File: src/rtl/mips_instr_encoder.sv
// Encodes symbolic MIPS commands into 32-bit words and streams them to instruction memory.
// Optional ENC_REL_BRANCH_EN: BEQ/BNE cmd_imm is an absolute word address converted to a PC-relative offset.
module mips_instr_encoder #(
  parameter int ADDR_W = 8,
  parameter int DEPTH  = 256
) (
  input  logic              clk,
  input  logic              rst_n,
  input  logic              start,
  input  logic [ADDR_W-1:0] base_addr,
  input  logic              cmd_valid,
  output logic              cmd_ready,
  input  logic [3:0]        cmd_op,
  input  logic [4:0]        cmd_rs,
  input  logic [4:0]        cmd_rt,
  input  logic [4:0]        cmd_rd,
  input  logic [15:0]       cmd_imm,
  input  logic [25:0]       cmd_target,
  input  logic              cmd_last,
  output logic              iw_valid,
  input  logic              iw_ready,
  output logic [ADDR_W-1:0] iw_addr,
  output logic [31:0]       iw_data,
  output logic              done,
  output logic              err
);

  localparam int CNT_W = ADDR_W + 1;

  typedef enum logic [1:0] {IDLE, RUN, FIN} state_t;

  state_t            state_r;
  logic [ADDR_W-1:0] pc_r;
  logic [CNT_W-1:0]  count_r;
  logic              last_taken_r;
  logic              iw_last_r;

  logic              hs_s;
  logic              accept_s;
  logic [ADDR_W-1:0] waddr_s;
  logic [CNT_W-1:0]  inflight_s;
  logic [15:0]       br_imm_s;
  logic [32:0]       enc_s;

  // Returns {illegal, word}; unused fields of each format are never copied.
  function automatic logic [32:0] encode(input logic [3:0] op, input logic [4:0] rs,
                                         input logic [4:0] rt, input logic [4:0] rd,
                                         input logic [15:0] imm, input logic [15:0] br_imm,
                                         input logic [25:0] target);
    case (op)
      4'd0:    encode = {1'b0, 6'h00, rs, rt, rd, 5'h00, 6'h20};
      4'd1:    encode = {1'b0, 6'h00, rs, rt, rd, 5'h00, 6'h22};
      4'd2:    encode = {1'b0, 6'h00, rs, rt, rd, 5'h00, 6'h24};
      4'd3:    encode = {1'b0, 6'h00, rs, rt, rd, 5'h00, 6'h25};
      4'd4:    encode = {1'b0, 6'h00, rs, rt, rd, 5'h00, 6'h2A};
      4'd5:    encode = {1'b0, 6'h08, rs, rt, imm};
      4'd6:    encode = {1'b0, 6'h0D, rs, rt, imm};
      4'd7:    encode = {1'b0, 6'h23, rs, rt, imm};
      4'd8:    encode = {1'b0, 6'h2B, rs, rt, imm};
      4'd9:    encode = {1'b0, 6'h04, rs, rt, br_imm};
      4'd10:   encode = {1'b0, 6'h05, rs, rt, br_imm};
      4'd11:   encode = {1'b0, 6'h02, target};
      4'd12:   encode = {1'b0, 6'h03, target};
      default: encode = {1'b1, 32'h0000_0000};
    endcase
  endfunction

  assign hs_s = iw_valid && iw_ready;

  // A pending word that completes this cycle takes pc, so the new word lands one past it.
  always_comb begin
    waddr_s    = pc_r + (iw_valid ? ADDR_W'(1) : ADDR_W'(0));
    inflight_s = count_r + (iw_valid ? CNT_W'(1) : CNT_W'(0));
`ifdef ENC_REL_BRANCH_EN
    br_imm_s   = cmd_imm - 16'(waddr_s) - 16'd1;
`else
    br_imm_s   = cmd_imm;
`endif
    enc_s      = encode(cmd_op, cmd_rs, cmd_rt, cmd_rd, cmd_imm, br_imm_s, cmd_target);
  end

  // Ready only with room in the output register, region space for this word, and no last yet.
  always_comb begin
    if (state_r == RUN) begin
      cmd_ready = (!iw_valid || iw_ready) && (inflight_s < CNT_W'(DEPTH)) && !last_taken_r;
    end else begin
      cmd_ready = 1'b0;
    end
  end

  assign accept_s = cmd_valid && cmd_ready;

  // Control FSM, program counter and registered memory-write port.
  always_ff @(posedge clk) begin
    if (!rst_n) begin
      state_r      <= IDLE;
      pc_r         <= '0;
      count_r      <= '0;
      last_taken_r <= 1'b0;
      iw_last_r    <= 1'b0;
      iw_valid     <= 1'b0;
      iw_addr      <= '0;
      iw_data      <= 32'h0000_0000;
      done         <= 1'b0;
      err          <= 1'b0;
    end else begin
      case (state_r)
        IDLE, FIN: begin
          if (start) begin
            state_r      <= RUN;
            pc_r         <= base_addr;
            count_r      <= '0;
            last_taken_r <= 1'b0;
            iw_last_r    <= 1'b0;
            iw_valid     <= 1'b0;
            done         <= 1'b0;
            err          <= 1'b0;
          end
        end
        RUN: begin
          if (hs_s) begin
            pc_r    <= pc_r + ADDR_W'(1);
            count_r <= count_r + CNT_W'(1);
            if (iw_last_r) begin
              state_r <= FIN;
              done    <= 1'b1;
            end else if (count_r + CNT_W'(1) == CNT_W'(DEPTH)) begin
              state_r <= FIN;
              done    <= 1'b1;
              err     <= 1'b1;
            end
          end
          if (accept_s) begin
            iw_valid     <= 1'b1;
            iw_data      <= enc_s[31:0];
            iw_addr      <= waddr_s;
            iw_last_r    <= cmd_last;
            last_taken_r <= cmd_last;
            if (enc_s[32]) begin
              err <= 1'b1;
            end
          end else if (hs_s) begin
            iw_valid <= 1'b0;
          end
        end
        default: state_r <= IDLE;
      endcase
    end
  end

endmodule

File: config.mk
export PLATFORM = sky130hd
export DESIGN_NAME = mips_instr_encoder
export DESIGN_NICKNAME = d
export VERILOG_FILES = /design/src/rtl/mips_instr_encoder.sv
export SDC_FILE = /design/constraint.sdc
export NUM_CORES = 1
export LEC_CHECK = 0
export ABC_AREA = 1
export CAP_MARGIN = 10
export CORE_MARGIN = 3
export CORE_UTILIZATION = 25
export DETAILED_ROUTE_END_ITERATION = 6
export SYNTH_ARGS = -nofsm -noshare
export SYNTH_HDL_FRONTEND = slang
export SYNTH_SLANG_ARGS = --single-unit
File: constraint.sdc
create_clock -name clk -period 2 [get_ports clk]
set_input_delay 0.2 -clock clk [delete_from_list [all_inputs] [get_ports clk]]
set_output_delay 0.2 -clock clk [all_outputs]
set_load 0.02 [all_outputs]
==> results of run 1 <==
==> sequential cells by signal (all words and copies together), names as in the netlist <==
register / count
count_r: 9
done: 1
err: 1
iw_addr: 8
iw_data: 31
iw_last_r: 1
iw_valid: 1
pc_r: 8
state_r: 2
==> layer usage <==
layer  vias to the layer above  wire length [um]  global-route usage, %
met2                       134              5170                  26.52
met4                         0               115                  4.868
met5                         -                 0                      0
met1                      1630              4563                  17.55
li1                       1882                 -                      -
met3                        11               960                  5.891
==> synthesized netlist by cell type, types with 3 or more instances <==
| cell type | number |
|---|---|
| a221oi_1 | 3 |
| inv_1 | 35 |
| a21oi_1 | 59 |
| nor2_1 | 27 |
| clkbuf_1 | 14 |
| buf_2 | 5 |
| nor3_1 | 5 |
| o211ai_1 | 3 |
| nand4_1 | 3 |
| dfxtp_1 | 62 |
| nand3_1 | 23 |
| xor2_1 | 6 |
| inv_2 | 3 |
| ha_1 | 4 |
| o21bai_1 | 3 |
| o21ai_0 | 21 |
| nand2_1 | 205 |
==> path summary, 6_finish.rpt <==
kind	startpoint	end	slack, ns	cells after the start
worst max-delay path	count_r[0]	cmd_ready	0.15	5
worst min register to register	iw_data[5]	iw_data[5]	0.46	2
worst min-delay path	iw_data[5]	iw_data[5]	0.46	2
worst max register to register	count_r[0]	iw_data[21]	0.24	9
==> worst reg2reg max path, delay by kind of cell, from the launching register on <==
kind	cells	cell delay (ns)
flip-flops	1	0.39
buffers and inverters	2	0.34
AND/OR/NAND/NOR	5	0.64
AO/OA/AOI/OAI	2	0.31
==> where the power goes <==
| group | internal (W) | leakage (nW) | switching, W |
|---|---|---|---|
| logic | 0.000345 | 1.32 | 0.000377 |
| clock network | 0.000936 | 0.142 | 0.000557 |
| registers | 0.00129 | 0.503 | 0.0000429 |
| total | 0.00258 | 1.97 | 0.000977 |
==> logic make-up (layout without fill, tap and decap cells) <==
logic type               after synthesis  count (layout)  share of synthesized area, %
other                                  1               1                        0.1151
AND/OR/NAND/NOR                      271             271                         33.37
buffers and inverters                 62             189                         7.911
flip-flops                            62              62                         38.10
AO/OA/AOI/OAI                        102             102                         17.36
adder cells (fa/ha/maj)                4               4                         1.536
XOR/XNOR                               6               6                         1.613
==> what timing repair did <==
action | CTS | global route
setup endpoints to repair | 1 | 1
hold buffers | 0 | 0
endpoints found under the hold margin | 0 | 0
resized for setup | 1 | 1
==> final cells by class <==
| type | instances | area [sq um] | share of cell area [%] |
|---|---|---|---|
| Sequential cell | 62 | 1241 | 24.77 |
| Inverter | 39 | 146.4 | 2.921 |
| Multi-Input combinational cell | 384 | 1759 | 35.11 |
| Tap cell | 172 | 215.2 | 4.295 |
| Timing Repair Buffer | 134 | 1361 | 27.17 |
| Clock inverter | 3 | 17.52 | 0.3496 |
| Clock buffer | 13 | 270.3 | 5.393 |
==> per-stage QoR <==
step           std cells  hold WS, ns  utilization (%)  power, W  setup slack (ns)
4_1_cts              807       0.4595            39.54  0.003596           0.09544
5_1_grt              807       0.4756            39.55  0.003739          0.005740
3_5_place_dp         791       0.4555            37.28  0.002089           0.02875
2_1_floorplan        508       0.3613                -  0.001722            0.2950
3_3_place_gp         791       0.4515            37.28  0.002077            0.1078
6_report             807       0.4600            39.55  0.003553            0.1494
==> cell usage in the layout (no fill, tap or decap), drive strengths merged, types with 3 or more instances in the layout <==
master,instances
ha,4
a21oi,60
o211ai,3
dfxtp,62
nand3,23
inv,38
buf,17
nand2,207
clkdlybuf4s50,116
clkbuf,13
o21ai,24
nor3,5
xor2,6
a221oi,3
nor2,29
clkinv,3
o21bai,3
nand4,3
==> run metrics, run 1 <==
endpoint class of the critical path primary output; count of pins over their slew limit 0; slowest stage delay, CP 0.39 ns; Yosys top cell area share 38.10%; Fill cells 1335; CTS H-Tree Depth 3; vias in the first global route 3727; post-synthesis sequential area ratio 38.10%; worst hold-check path type reg -> reg; share of cells above drive strength 1 under 10%; CTS sink count 62; #FFs+latches synth 62; Pre-antenna DRT Iters 5; Post-Syn Area between 0.003 and 0.004 sq mm; worst-path fanout max 5; DIE AREA about 0.014 sq mm; row count 41; EDFF count, synth 0; Final Cycle Share 92.53%; Synth warnings 0; status finished clean; Post-Syn Area per Cell 6.414 sq um; Worst VDD drop about 0.00044 V; prevailing post-synth register cell dfxtp_1; largest net degree at the start of global routing 33; Antenna diodes 0; Core Footprint 0.01267 sq mm; Root Driver clkbuf_16; Top delay family on crit path simple AND/OR/NAND/NOR gates; Cell Chain, Critical Path nand3_1, nor2_1, nand3_1, a21oi_2, clkdlybuf4s15_1; DRT antenna net count 0; setup TNS 0 ns; main area contributors after synthesis dfxtp_1, nand2_1, a21oi_1, inv_1, nand3_1; setup bufs post-CTS 0; clk slew on worst S/H paths 0.05 ns; synthesized netlist cell count roughly 510; nets 709; min cycle time layout ~1.9 ns; RSZ-0062 raised after global routing no; fmax 540.4 MHz; Worst Setup Start Kind flop; drt drc 0; via/cell ratio 4.532; Async S/R FF share, synth 0%; I/O pin cnt 119; Synth area leader dfxtp_1; Fin. Hold Viols 0; width of the die 120.2 um; DR vias 3657; Clock Latency Late Sink 0.32 ns; Power Dens Cells 709.0 mW/mm^2; initial antenna violation count 0; Worst path slowest cell dfxtp_1; Initial Util 25.71%; CTS tree done; post-synth cell types 36; # port buffers about 120; Pleak 1.970 nW; Req. time, crit path 1.80 ns; final setup vio count 0; drt total wl around 11000 um; CTS Buf Count 9; Max Cap Viol 0; Die Span Y roughly 120 um; remaining global-route overflow 0; Setup CP Type reg -> out; dpl cell area 0.004723 sq mm; Placer Congestion 0.8702; post-route cell area roughly 0.005 sq mm; DR WL/cell 13.39 um; syn nets 587; detailed placement HPWL 8234 um; CP Data Arrival Time roughly 1.7 ns; Setup Skew 0.01065 ns; Max clock buf depth 2; WP buf/inv 1; first-pass GRT wire length 17810 um; Layout area overhead 53.80%; initial drt markers 266; Global Route Usage Sum 15.40%; CP dominant cell by count nand3_1
Note: power is estimated with default switching activity, not from simulation.
==> run 2: changes to the inputs <==
--- a/config.mk
+++ b/config.mk
@@ -6,6 +6,7 @@
 export NUM_CORES = 1
 export LEC_CHECK = 0
 export ABC_AREA = 1
+export ABC_CLOCK_PERIOD_IN_PS = 2000
 export CAP_MARGIN = 10
 export CORE_MARGIN = 3
 export CORE_UTILIZATION = 25
==> results of run 2 <==
No change in the layout: final DEF, timing and power equal those of run 1.
==> run 3: changes to the inputs <==
--- a/config.mk
+++ b/config.mk
@@ -8,9 +8,12 @@
 export ABC_AREA = 1
 export ABC_CLOCK_PERIOD_IN_PS = 2000
 export CAP_MARGIN = 10
+export CORE_ASPECT_RATIO = 2
 export CORE_MARGIN = 3
 export CORE_UTILIZATION = 25
 export DETAILED_ROUTE_END_ITERATION = 6
+export MAX_ROUTING_LAYER = met4
+export PLACE_DENSITY = 0.55
 export SYNTH_ARGS = -nofsm -noshare
 export SYNTH_HDL_FRONTEND = slang
 export SYNTH_SLANG_ARGS = --single-unit
==> run metrics, run 3 (same netlist as run 1, synthesis figures left out) <==
biggest regs iw_data x31, count_r x9; Max clock buf depth 2; worst-path fanout max 5; Pint 0.002622 W; drt total wl 10950 um; slowest stage delay, CP 0.38 ns; Fill cells about 1300; DRT antenna net count 0; Max Cap Viol 0; Fin. Hold Viols 0; R2R Setup Slk 0.23 ns; Placer Congestion 0.8545; Worst Setup Start Kind flop; min cycle time layout 1.846 ns; initial antenna violation count 0; Setup CP Type reg -> out; Sw Share about a quarter; Largest Register iw_data; number of flip-flops in the largest register 31; Top delay family on crit path simple AND/OR/NAND/NOR gates; setup TNS 0 ns; Core Footprint 0.01270 sq mm; I/O pin cnt 119; reg2reg path depth 12; Antenna diodes 0; Global Route Usage Sum between 10% and 20%; P_sw 0.0009571 W; Pleak 1.982 nW; drt drc 0; initial drt markers approximately 170; nets 711; most frequent cells in the layout nand2_1, clkdlybuf4s50_1, dfxtp_1, a21oi_1, inv_1; first-pass GRT wire length 17260 um; vias in the first global route 3580; most common cell after layout, fill and taps aside nand2_1; endpoint class of the critical path primary output; Die Span Y 167.4 um; worst hold-check path type reg -> reg; CP Data Arrival Time roughly 1.7 ns; row count 58; Setup Skew around 0.0083 ns; Clock Latency Late Sink 0.33 ns; Worst VDD drop 0.0004403 V; Req. time, crit path 1.80 ns; Power Dens Cells 716.0 mW/mm^2; remaining global-route overflow 0; # resized after CTS 1; Worst path slowest cell dfxtp_1; Critical R2R Capture state_r[1]; share of cells above drive strength 1 between 6 and 7%; clk slew on worst S/H paths approximately 0.050 ns; DR WL/cell about 14 um; Layout area overhead 53.42%; Cell Chain, Critical Path nand3_1, nor2_1, nand3_1, a21oi_2, clkdlybuf4s15_1; crit path to cmd_ready; Final Cycle Share 92.28%; CP dominant cell by count nand3_1; CTS tree done; hold buffers post-CTS 0; part of the power in registers 37.4%; area occupied by multi-input gates 0.001759 sq mm; RSZ-0062 raised after global routing no; CTS Buf Count 9; CTS sink count 62; critical path depth 5; Pre-antenna DRT Iters 5; via/cell ratio 4.674; worst reg2reg startpoint count_r[0]; Comb power frac approximately a fifth; # port buffers 117; DIE AREA 0.01452 sq mm; Initial Util about a quarter; fmax about 540 MHz; DR vias ~3700; crit path launch count_r[0]; detailed placement HPWL 8533 um; WP buf/inv 1; width of the die a little under 90 um; total power 0.003579 W; setup bufs post-CTS 0; WHS approximately 0.46 ns; count of pins over their slew limit 0; largest net degree at the start of global routing 29; Register Area 0.001241 sq mm; CTS H-Tree Depth 3; Root Driver clkbuf_16; status finished clean; Clk pwr share a little over two fifths; final setup vio count 0
[run 3: changes by cell type in the layout (fill, tap and decap cells not counted), sizes merged]
| cell | delta |
|---|---|
| clkbuf | -3 |
| buf | +2 |
| bufinv | +1 |
| clkinv | +1 |
| clkinvlp | -1 |
[run 3: how the worst min path moves through the flow]
stage	from	end	cells past startpoint
global placement	iw_addr[5]	iw_addr[5]	2
CTS	base_addr[1]	pc_r[1]	3
finish	iw_data[23]	iw_data[23]	2
floorplan	base_addr[1]	pc_r[1]	2
detailed placement	iw_data[23]	iw_data[23]	2
global route	base_addr[0]	pc_r[0]	3
[run 3: worst register-to-register path, delay by kind of cell (launching register included)]
kind                       cells  cell delay, ns
and+or+nand+nor               10            0.98
adders and majority gates      1            0.23
DFF                            1            0.38
AOI/OAI and AO/OA              1            0.05
[run 3: stage by stage]
stage	cell area (sq um)	utilization, %	instances	worst slack [ns]
2_1_floorplan	3258	-	508	0.2950
3_3_place_gp	4711	37.09	771	0.08910
3_5_place_dp	4711	37.09	771	-0.02404
4_1_cts	4997	39.35	785	0.1146
5_1_grt	4999	39.36	785	0.01021
6_report	4999	39.36	785	0.1544
[run 3: cell type report]
type	instances	area share, %
inverters	39	2.929
repair buffers	136	27.53
flip-flops and latches	62	24.83
well taps	150	3.755
clock inverters	4	0.9762
multi-input cells	384	35.19
clock buffers	10	4.781
[run 3: power groups by stage]
| stage | clock network, W | logic, W | registers [W] |
|---|---|---|---|
| 2_1_floorplan | 0 | 0.000326 | 0.00140 |
| 5_1_grt | 0.00161 | 0.000793 | 0.00135 |
| 6_report | 0.00152 | 0.000722 | 0.00134 |
| 3_5_place_dp | 0 | 0.000731 | 0.00136 |
| 4_1_cts | 0.00156 | 0.000730 | 0.00134 |
| 3_3_place_gp | 0 | 0.000723 | 0.00136 |
[run 3: per-layer routing]
| metal | part of all wire, % | global-route usage [%] | vias up |
|---|---|---|---|
| met2 | 54 | 28.45 | 111 |
| met3 | 4.5 | 3.053 | 26 |
| met4 | 3.9 | 8.209 | 0 |
| met1 | 37 | 15.30 | 1647 |
| li1 | - | - | 1885 |
| met5 | 0 | - | - |
